--- src/rtl/hilo_div_sequencer_if.sv ---
// -----------------------------------------------------------------------------
// hilo_div_if
// Bundles the signals between the instruction decode/ALU side and the
// iterative hi/lo divide sequencer.
//
// Parameter:
//   WIDTH        operand/result width in bits
//
// Signals (master = decode/ALU side, slave = hilo_div_sequencer):
//   start        master->slave  decoded div in current instruction
//   dividend     master->slave  rs operand
//   divisor      master->slave  rt operand
//   hilo_rd_req  master->slave  decoded mfhi/mflo in current instruction
//   is_signed    master->slave  signed divide (only with SIGNED_DIV_EN)
//   busy         slave->master  sequencer not idle
//   stall        slave->master  freeze PC / register write this cycle
//   hilo_we      slave->master  one-cycle hi/lo write strobe
//   lo_wd        slave->master  quotient
//   hi_wd        slave->master  remainder
//   done         slave->master  one-cycle completion pulse
//   div_by_zero  slave->master  qualifies done: divisor was zero
//
// Optional feature macro: SIGNED_DIV_EN adds the is_signed signal.
// -----------------------------------------------------------------------------
interface hilo_div_if #(
  parameter int WIDTH = 32
);
  logic             start;
  logic [WIDTH-1:0] dividend;
  logic [WIDTH-1:0] divisor;
  logic             hilo_rd_req;
`ifdef SIGNED_DIV_EN
  logic             is_signed;
`endif
  logic             busy;
  logic             stall;
  logic             hilo_we;
  logic [WIDTH-1:0] lo_wd;
  logic [WIDTH-1:0] hi_wd;
  logic             done;
  logic             div_by_zero;

`ifdef SIGNED_DIV_EN
  modport master (
    output start, dividend, divisor, hilo_rd_req, is_signed,
    input  busy, stall, hilo_we, lo_wd, hi_wd, done, div_by_zero
  );
  modport slave (
    input  start, dividend, divisor, hilo_rd_req, is_signed,
    output busy, stall, hilo_we, lo_wd, hi_wd, done, div_by_zero
  );
`else
  modport master (
    output start, dividend, divisor, hilo_rd_req,
    input  busy, stall, hilo_we, lo_wd, hi_wd, done, div_by_zero
  );
  modport slave (
    input  start, dividend, divisor, hilo_rd_req,
    output busy, stall, hilo_we, lo_wd, hi_wd, done, div_by_zero
  );
`endif
endinterface

--- src/rtl/hilo_div_sequencer.sv ---
// -----------------------------------------------------------------------------
// hilo_div_sequencer
// Multi-cycle radix-2 restoring divider that owns the hi/lo write path.
// A div is captured from IDLE, one quotient bit is produced per CALC cycle,
// and a single DONE cycle strobes hilo_we/done with quotient (lo_wd) and
// remainder (hi_wd). stall holds the pipeline while an mfhi/mflo or a new
// div would collide with an in-flight divide (including the DONE cycle).
//
// Parameters:
//   WIDTH   operand/result width
//   CNT_W   iteration counter width, 2**CNT_W must exceed WIDTH
//
// Ports:
//   clk     rising-edge clock
//   reset   asynchronous, active-high; aborts any divide without a write
//   bus     hilo_div_if slave modport (see interface header)
//
// Optional feature macro: SIGNED_DIV_EN
//   Adds bus.is_signed. Signed divides run on magnitudes; the quotient is
//   negated when operand signs differ and the remainder follows the dividend
//   sign. The fix-up is applied when lo/hi load, so latency is unchanged.
// -----------------------------------------------------------------------------
module hilo_div_sequencer #(
  parameter int WIDTH = 32,
  parameter int CNT_W = 6
) (
  input  logic       clk,
  input  logic       reset,
  hilo_div_if.slave  bus
);

  typedef enum logic [1:0] {
    IDLE = 2'd0,
    CALC = 2'd1,
    DONE = 2'd2
  } state_t;

  localparam logic [CNT_W-1:0] LAST_CNT = CNT_W'(WIDTH - 1);

  state_t               state_q, state_d;
  logic [WIDTH-1:0]     rem_q, rem_d;
  logic [WIDTH-1:0]     quo_q, quo_d;
  logic [WIDTH-1:0]     dsr_q, dsr_d;
  logic [WIDTH-1:0]     lo_q, lo_d;
  logic [WIDTH-1:0]     hi_q, hi_d;
  logic [CNT_W-1:0]     cnt_q, cnt_d;
  logic                 dz_q, dz_d;
  logic                 neg_quo_q, neg_quo_d;
  logic                 neg_rem_q, neg_rem_d;

  // One restoring step: shift {rem,quo} left and try to subtract the divisor.
  logic [WIDTH:0]         rem_sh;
  logic signed [WIDTH:0]  trial;
  logic                   trial_neg;
  logic [WIDTH-1:0]       rem_nxt;
  logic [WIDTH-1:0]       quo_nxt;

  logic                   divisor_zero;
  logic                   sgn_dividend;
  logic                   sgn_divisor;

  // Two's-complement negate when requested.
  function automatic logic [WIDTH-1:0] apply_sign(input logic [WIDTH-1:0] v,
                                                  input logic             neg);
    return neg ? -v : v;
  endfunction

  assign rem_sh    = {rem_q, quo_q[WIDTH-1]};
  assign trial     = $signed(rem_sh) - $signed({1'b0, dsr_q});
  assign trial_neg = trial[WIDTH];
  assign rem_nxt   = trial_neg ? rem_sh[WIDTH-1:0] : trial[WIDTH-1:0];
  assign quo_nxt   = {quo_q[WIDTH-2:0], ~trial_neg};

  assign divisor_zero = (bus.divisor == '0);

`ifdef SIGNED_DIV_EN
  assign sgn_dividend = bus.is_signed & bus.dividend[WIDTH-1];
  assign sgn_divisor  = bus.is_signed & bus.divisor[WIDTH-1];
`else
  assign sgn_dividend = 1'b0;
  assign sgn_divisor  = 1'b0;
`endif

  // Next-state and datapath load logic.
  always_comb begin
    state_d   = state_q;
    rem_d     = rem_q;
    quo_d     = quo_q;
    dsr_d     = dsr_q;
    lo_d      = lo_q;
    hi_d      = hi_q;
    cnt_d     = cnt_q;
    dz_d      = dz_q;
    neg_quo_d = neg_quo_q;
    neg_rem_d = neg_rem_q;

    case (state_q)
      IDLE: begin
        if (bus.start) begin
          if (divisor_zero) begin
            // Divide-by-zero result is fixed and needs no iterations.
            lo_d    = '1;
            hi_d    = bus.dividend;
            dz_d    = 1'b1;
            state_d = DONE;
          end else begin
            dz_d      = 1'b0;
            rem_d     = '0;
            quo_d     = apply_sign(bus.dividend, sgn_dividend);
            dsr_d     = apply_sign(bus.divisor, sgn_divisor);
            cnt_d     = '0;
            neg_quo_d = sgn_dividend ^ sgn_divisor;
            neg_rem_d = sgn_dividend;
            state_d   = CALC;
          end
        end
      end

      CALC: begin
        rem_d = rem_nxt;
        quo_d = quo_nxt;
        cnt_d = cnt_q + CNT_W'(1);
        if (cnt_q == LAST_CNT) begin
          // Final bit: publish results with sign fix-up in the same cycle.
          lo_d    = apply_sign(quo_nxt, neg_quo_q);
          hi_d    = apply_sign(rem_nxt, neg_rem_q);
          state_d = DONE;
        end
      end

      DONE: begin
        state_d = IDLE;
      end

      default: begin
        state_d = IDLE;
      end
    endcase
  end

  // State and datapath registers.
  always_ff @(posedge clk or posedge reset) begin
    if (reset) begin
      state_q   <= IDLE;
      rem_q     <= '0;
      quo_q     <= '0;
      dsr_q     <= '0;
      lo_q      <= '0;
      hi_q      <= '0;
      cnt_q     <= '0;
      dz_q      <= 1'b0;
      neg_quo_q <= 1'b0;
      neg_rem_q <= 1'b0;
    end else begin
      state_q   <= state_d;
      rem_q     <= rem_d;
      quo_q     <= quo_d;
      dsr_q     <= dsr_d;
      lo_q      <= lo_d;
      hi_q      <= hi_d;
      cnt_q     <= cnt_d;
      dz_q      <= dz_d;
      neg_quo_q <= neg_quo_d;
      neg_rem_q <= neg_rem_d;
    end
  end

  // Stall covers the DONE cycle too, so hi/lo reads never see stale data and
  // a start during DONE re-presents into the following IDLE cycle.
  assign bus.busy        = (state_q != IDLE);
  assign bus.stall       = bus.busy & (bus.hilo_rd_req | bus.start);
  assign bus.hilo_we     = (state_q == DONE);
  assign bus.done        = (state_q == DONE);
  assign bus.div_by_zero = (state_q == DONE) & dz_q;
  assign bus.lo_wd       = lo_q;
  assign bus.hi_wd       = hi_q;

endmodule

--- src/flat_wrapper.sv ---
// flat-port wrapper written by rule: the top's interface ports become plain ports
module hilo_div_sequencer_flat 
#(
  parameter int WIDTH = 32,
  parameter int CNT_W = 6
)
  (clk, reset, bus_start, bus_dividend, bus_divisor, bus_hilo_rd_req, bus_busy, bus_stall, bus_hilo_we, bus_lo_wd, bus_hi_wd, bus_done, bus_div_by_zero);
  hilo_div_if #(.WIDTH(WIDTH)) bus_i ();
  input  logic clk;
  input  logic reset;
  input wire logic [$bits(bus_i.start)-1:0] bus_start;
  input wire logic [$bits(bus_i.dividend)-1:0] bus_dividend;
  input wire logic [$bits(bus_i.divisor)-1:0] bus_divisor;
  input wire logic [$bits(bus_i.hilo_rd_req)-1:0] bus_hilo_rd_req;
  output wire logic [$bits(bus_i.busy)-1:0] bus_busy;
  output wire logic [$bits(bus_i.stall)-1:0] bus_stall;
  output wire logic [$bits(bus_i.hilo_we)-1:0] bus_hilo_we;
  output wire logic [$bits(bus_i.lo_wd)-1:0] bus_lo_wd;
  output wire logic [$bits(bus_i.hi_wd)-1:0] bus_hi_wd;
  output wire logic [$bits(bus_i.done)-1:0] bus_done;
  output wire logic [$bits(bus_i.div_by_zero)-1:0] bus_div_by_zero;
  assign bus_i.start = bus_start;
  assign bus_i.dividend = bus_dividend;
  assign bus_i.divisor = bus_divisor;
  assign bus_i.hilo_rd_req = bus_hilo_rd_req;
  assign bus_busy = bus_i.busy;
  assign bus_stall = bus_i.stall;
  assign bus_hilo_we = bus_i.hilo_we;
  assign bus_lo_wd = bus_i.lo_wd;
  assign bus_hi_wd = bus_i.hi_wd;
  assign bus_done = bus_i.done;
  assign bus_div_by_zero = bus_i.div_by_zero;
  hilo_div_sequencer #(.WIDTH(WIDTH), .CNT_W(CNT_W)) u_core (.clk(clk), .reset(reset), .bus(bus_i));
endmodule
--- config.mk ---
export PLATFORM = sky130hd
export DESIGN_NAME = hilo_div_sequencer_flat
export DESIGN_NICKNAME = d
export VERILOG_FILES = /design/src/rtl/hilo_div_sequencer_if.sv /design/src/rtl/hilo_div_sequencer.sv /design/src/flat_wrapper.sv
export SDC_FILE = /design/constraint.sdc
export NUM_CORES = 1
export LEC_CHECK = 0
export CORE_ASPECT_RATIO = 0.7
export CORE_MARGIN = 2
export CORE_UTILIZATION = 57
export CTS_BUF_LIST = sky130_fd_sc_hd__clkbuf_4
export CTS_CLUSTER_DIAMETER = 50
export DETAILED_ROUTE_END_ITERATION = 7
export PLACE_DENSITY = 0.83
export SYNTH_ARGS = -nofsm -noshare
export SYNTH_HDL_FRONTEND = slang
export SYNTH_SLANG_ARGS = --single-unit
--- constraint.sdc ---
create_clock -name clk -period 8.65 [get_ports clk]
set_input_delay 2.1625 -clock clk [delete_from_list [all_inputs] [get_ports clk]]
set_output_delay 2.1625 -clock clk [all_outputs]
set_load 0.02 [all_outputs]
After elaboration in Yosys (flattened, before gate mapping)
Cells that the tools add are included.
{"block": "op_classes", "addsub": 2, "n_eq_ne": 7, "n_mux": 23, "bitwise": 5, "n_reduce_logical": 9}
{"op": "$mux W32", "n": 11}
{"op": "$pmux W32 S2", "n": 4}
{"op": "$sub A33 B33 Y33", "n": 1}
{"op": "$logic_not A32 Y1", "n": 1}
{"op": "$mux W6", "n": 2}
{"op": "$pmux W6 S2", "n": 1}
{"op": "$add A6 B1 Y6 const B", "n": 1}
{"op": "$eq A6 B5 Y1 const B", "n": 1}
{"op": "$mux W2", "n": 3}
{"op": "$reduce_and A3 Y1", "n": 2}
{"op": "$ne A2 B1 Y1 const B", "n": 2}
{"op": "$ne A2 B2 Y1 const B", "n": 2}
{"op": "$pmux W2 S2", "n": 1}
{"op": "$reduce_and A2 Y1", "n": 2}
{"op": "$reduce_and A4 Y1", "n": 1}
{"op": "$reduce_bool A2 Y1", "n": 2}
{"op": "$and A1 B1 Y1", "n": 2}
{"op": "$eq A2 B1 Y1 const B", "n": 1}
{"op": "$eq A2 B2 Y1 const B", "n": 1}
{"op": "$logic_not A2 Y1", "n": 1}
{"op": "$not A1 Y1", "n": 2}
{"op": "$mux W1", "n": 1}
{"op": "$or A1 B1 Y1", "n": 1}
{"block": "totals", "ff_bits": 169, "inputBits": 68, "out_inout_bits": 69, "elab_cells": 54}

Longest topological paths before layout
{"block": "depth", "ltp_word": 4, "depth_mapped": 12, "mapped_depth_nobuf": 11}

Worst setup path after synthesis
Ideal clock, no wire load.
{"block": "synth_timing", "kind": "input port to output port", "start": "input port bus_start", "end": "output port bus_stall", "t_arrival_ns": 2.469, "required_time_ns": 6.488, "path_slack_ns": 4.019, "path_stages": 2, "n_path_buf": 0, "cell_sequence": "nor2_1 nor2_1"}
{"block": "synth_via", "elab_chain_len": 2}
{"element": "start: declaration", "line": "flat_wrapper.sv:11", "rtl": "input wire logic [$bits(bus_i.start)-1:0] bus_start;"}
{"element": "$or A1 B1 Y1", "line": "hilo_div_sequencer.sv:171", "rtl": "assign bus.stall = bus.busy & (bus.hilo_rd_req | bus.start);"}
{"element": "$and A1 B1 Y1", "line": "hilo_div_sequencer.sv:171"}
{"element": "end: declaration", "line": "flat_wrapper.sv:16", "rtl": "output wire logic [$bits(bus_i.stall)-1:0] bus_stall;"}
Every way passes these cells.

Worst setup path after layout
Same ends and word-level chain as after synthesis.

==> results.py <==
metrics = {
    "outcome": {
        "status": "finished, final reports clean",
    },
    "logic_synthesis": {
        "synth_top_area_share_pct": 46.0,
        "synth_area_leaders": "dfrtp_1 (46%), nand2_1 (7.3%), nor2_1 (6.5%)",
        "yosys_warnings": 0,
        "synth_seq_cells": 169,
        "synth_area_um2": 9190,
        "ys_seq_area_share_pct": 46.0,
        "synth_top_area_cell": "dfrtp_1",
        "ys_types": 60,
        "synth-main-ff-cell": "dfrtp_1",
        "synth_edf_count": 0,
        "syn-num-nets": 1198,
        "synthArstFlopShare_pct": 100,
        "synth.avg_cell_area_um2": 8.39,
        "synthCells": 1096,
    },
    "global_routing": {
        "grt_pass1_wl_mm": 40.0,
        "grt.overflow.total": 0,
        "grt_pass1_vias": 7903,
        "antenna_found_initial": 0,
        "grt.total_usage_pct": 30.0,
        "grt_max_degree": 107,
    },
    "power_and_ir_drop": {
        "vdd_drop_max_uv": 254,
        "swShare_pct": 50.1,
        "power_leakage_nw": 4.68,
        "p_seq_share_pct": 27.3,
        "pwr_density_cell_nw_per_um2": 476,
        "p_comb_share_pct": 63.4,
        "switchingPower_mw": 2.61,
        "p_clk_share_pct": 9.3,
        "p_int_mw": 2.60,
    },
    "cells_and_area": {
        "fin_nets": 1291,
        "areaGrowthSynthToFinish_pct": 18.9,
        "antenna_cells": 0,
        "final_util_pct": 69.9,
        "drive_gt1_share_pct": 4.91,
        "layout.cells.most_common": "nand2_1",
        "most-common-layout-cells": "nand2_1 (179), dfrtp_1 (169), nor2_1 (156)",
    },
    "timing": {
        "tightest_slew_ns": 1.07,
        "setup_viol": 0,
        "period_minus_slack_ns": 5.63,
        "slew_headroom_pct": 28.5,
        "hold_viol_final": 0,
        "hold_ws_ns": 0.522,
        "finalSetupTns_ns": 0,
        "fin_worst_skew_ns": 0.0323,
        "max_clock_freq_ghz": 0.178,
        "rsz0062_at_grt": "false",
        "post-route-period-util_pct": 65.1,
        "slew_viol_final": 0,
    },
    "drt": {
        "postRouteAntennaNets": 0,
        "drc": 0,
        "initialDrtViolationCount": 691,
        "finalWirelength_mm": 24.7,
        "first_pass_iters": 5,
        "num_vias": 8350,
        "via_per_inst": 5.96,
        "wl_per_cell_um": 17.6,
    },
    "place": {
        "place_congestion": 0.914,
        "port_buffers": 136,
        "hpwlAfterDp_mm": 17.8,
    },
    "worst_setup_path": {
        "start_kind": "primary input",
        "required_ns": 6.49,
        "r2r_end": "u_core.bus.hi_wd[29]$_DFFE_PP0P_",
        "rrSetupSlack_ns": 4.54,
        "crit_path_max_fanout": 4,
        "crit-reg2reg-launch": "u_core.dsr_q[29]$_DFFE_PP0P_",
        "crit_type": "primary input to primary output",
        "cp-end-kind": "primary output",
        "rr_worst_depth": 10,
        "crit_arrival_ns": 3.46,
    },
    "clock_network": {
        "post_cts_resized": 0,
        "htree_num_levels": 4,
        "cts_root_buf": "clkbuf_4",
        "ctsHoldBuffers": 0,
        "clk_pin_slew_worst_paths_ns": 0.16,
        "cts_tree": "done",
        "post_cts_buffers": 0,
        "clock-sinks": 169,
        "cts.path.max_buffers": 2,
        "numCtsBuffers": 17,
        "clk_latency_ns": 0.62,
    },
    "die": {
        "ios": 137,
        "die_w_um": 156,
        "die_area_um2": 17200,
        "core-area_um2": 15600,
        "dieHeight_um": 110,
        "floorplan.initialDensity_pct": 58.8,
        "fp-row-count": 38,
    },
    "hold_path": {
        "min_to": "u_core.bus.hi_wd[14]$_DFFE_PP0P_",
        "min_path_type": "flip-flop to flip-flop",
        "holdPathStages": 1,
        "hold_start": "u_core.bus.hi_wd[14]$_DFFE_PP0P_",
    },
    "flow_run": {
        "cap_viol_max_count": 0,
    },
}
[layout make-up]
cell class              instances  area (um2)
multi-input cells             810        4540
clock buffers                  17         128
flip-flops and latches        169        4230
repair buffers                143        1430
fillers                      1274        4710
inverters                      48         185
clock inverters                15         178
well taps                     200         250
[power groups by stage]
stage / combinational [mW] / clock [mW] / sequential (mW)
after floorplan: 2.28 / 0 / 1.48
after global placement: 3.20 / 0 / 1.42
after detailed placement: 3.25 / 0 / 1.43
after CTS: 3.27 / 0.487 / 1.41
after global routing: 3.65 / 0.520 / 1.46
final: 3.30 / 0.483 / 1.42
[per-layer routing]
metal	global-route usage, %	vias to the layer above	part of all wire (%)
met5	0	-	0
met4	10.4	0	2.4
met3	6.10	48	7.0
met2	46.2	305	45
met1	42.7	3978	46
li1	-	4019	-
[state kept, by name (all words and copies together), names as in the netlist]
signal and count:
u_core.rem_q 32, u_core.dsr_q 32, u_core.cnt_q 6, u_core.state_q 2, u_core.quo_q 32, u_core.dz_q 1, u_core.bus.hi_wd 32, u_core.bus.lo_wd 32
[cells in the mapped netlist (3+ instances only)]
| cell type | instances |
|---|---|
| o32a_1 | 9 |
| a21o_1 | 11 |
| nand3_1 | 33 |
| nor4_1 | 11 |
| dfrtp_1 | 169 |
| o21a_1 | 9 |
| o31ai_1 | 4 |
| clkbuf_1 | 52 |
| o21ai_1 | 3 |
| a221o_1 | 3 |
| buf_1 | 9 |
| a31oi_1 | 59 |
| nand2b_1 | 5 |
| inv_1 | 48 |
| o21ai_0 | 68 |
| a211o_1 | 8 |
| and3_1 | 11 |
| a41oi_1 | 5 |
| o2111ai_1 | 3 |
| a21oi_1 | 74 |
| or2_2 | 4 |
| xor2_1 | 11 |
| nor2_1 | 158 |
| nor3_1 | 20 |
| nand2_1 | 179 |
| a211oi_1 | 5 |
| mux2_2 | 3 |
| nand4_1 | 10 |
| xnor2_1 | 15 |
| ha_1 | 33 |
| a32oi_1 | 3 |
| a2111oi_0 | 3 |
| and2_1 | 9 |
| nor2b_1 | 4 |
| buf_2 | 4 |
| mux2i_1 | 5 |
| o211ai_1 | 7 |
[worst max-delay path, stage by stage]
cell,delay [ns]
clkdlybuf4s50_1,0.55
nor2_1,0.07
nor2_1,0.08
clkdlybuf4s50_1,0.60
[per-stage QoR]
stage | total power [mW] | instance area [um2] | instances | setup slack (ns)
2_1_floorplan | 3.76 | 9190 | 1096 | 1.91
3_3_place_gp | 4.62 | 10600 | 1370 | 2.90
3_5_place_dp | 4.68 | 10600 | 1370 | 2.73
4_1_cts | 5.16 | 10900 | 1402 | 3.02
6_report | 5.20 | 10900 | 1402 | 3.02
5_1_grt | 5.63 | 10900 | 1402 | 2.99
[how the worst max path moves through the flow]
stage | from | endpoint | slack (ns) | cells past startpoint
2_1_floorplan | reset | u_core.bus.hi_wd[0]$_DFFE_PP0P_ | 1.91 | 1
3_3_place_gp | bus_divisor[4] | u_core.bus.hi_wd[21]$_DFFE_PP0P_ | 2.90 | 9
3_5_place_dp | bus_divisor[8] | u_core.bus.hi_wd[21]$_DFFE_PP0P_ | 2.73 | 9
4_1_cts | bus_start | bus_stall | 3.02 | 4
5_1_grt | bus_start | bus_stall | 2.99 | 4
6_report | bus_start | bus_stall | 3.02 | 4
[kinds of logic (layout without fill, tap and decap cells)]
family / count (synthesis) / after routing / synth area share, %
AND/OR/NAND/NOR: 451 / 451 / 20.9
AO/OA/AOI/OAI: 291 / 291 / 19.9
flip-flops: 169 / 169 / 46.0
buffers and inverters: 117 / 223 / 5.08
adder cells (fa/ha/maj): 34 / 34 / 4.71
XOR/XNOR: 26 / 26 / 2.48
multiplexers: 8 / 8 / 0.912
Note: power is estimated with default switching activity, not from simulation.
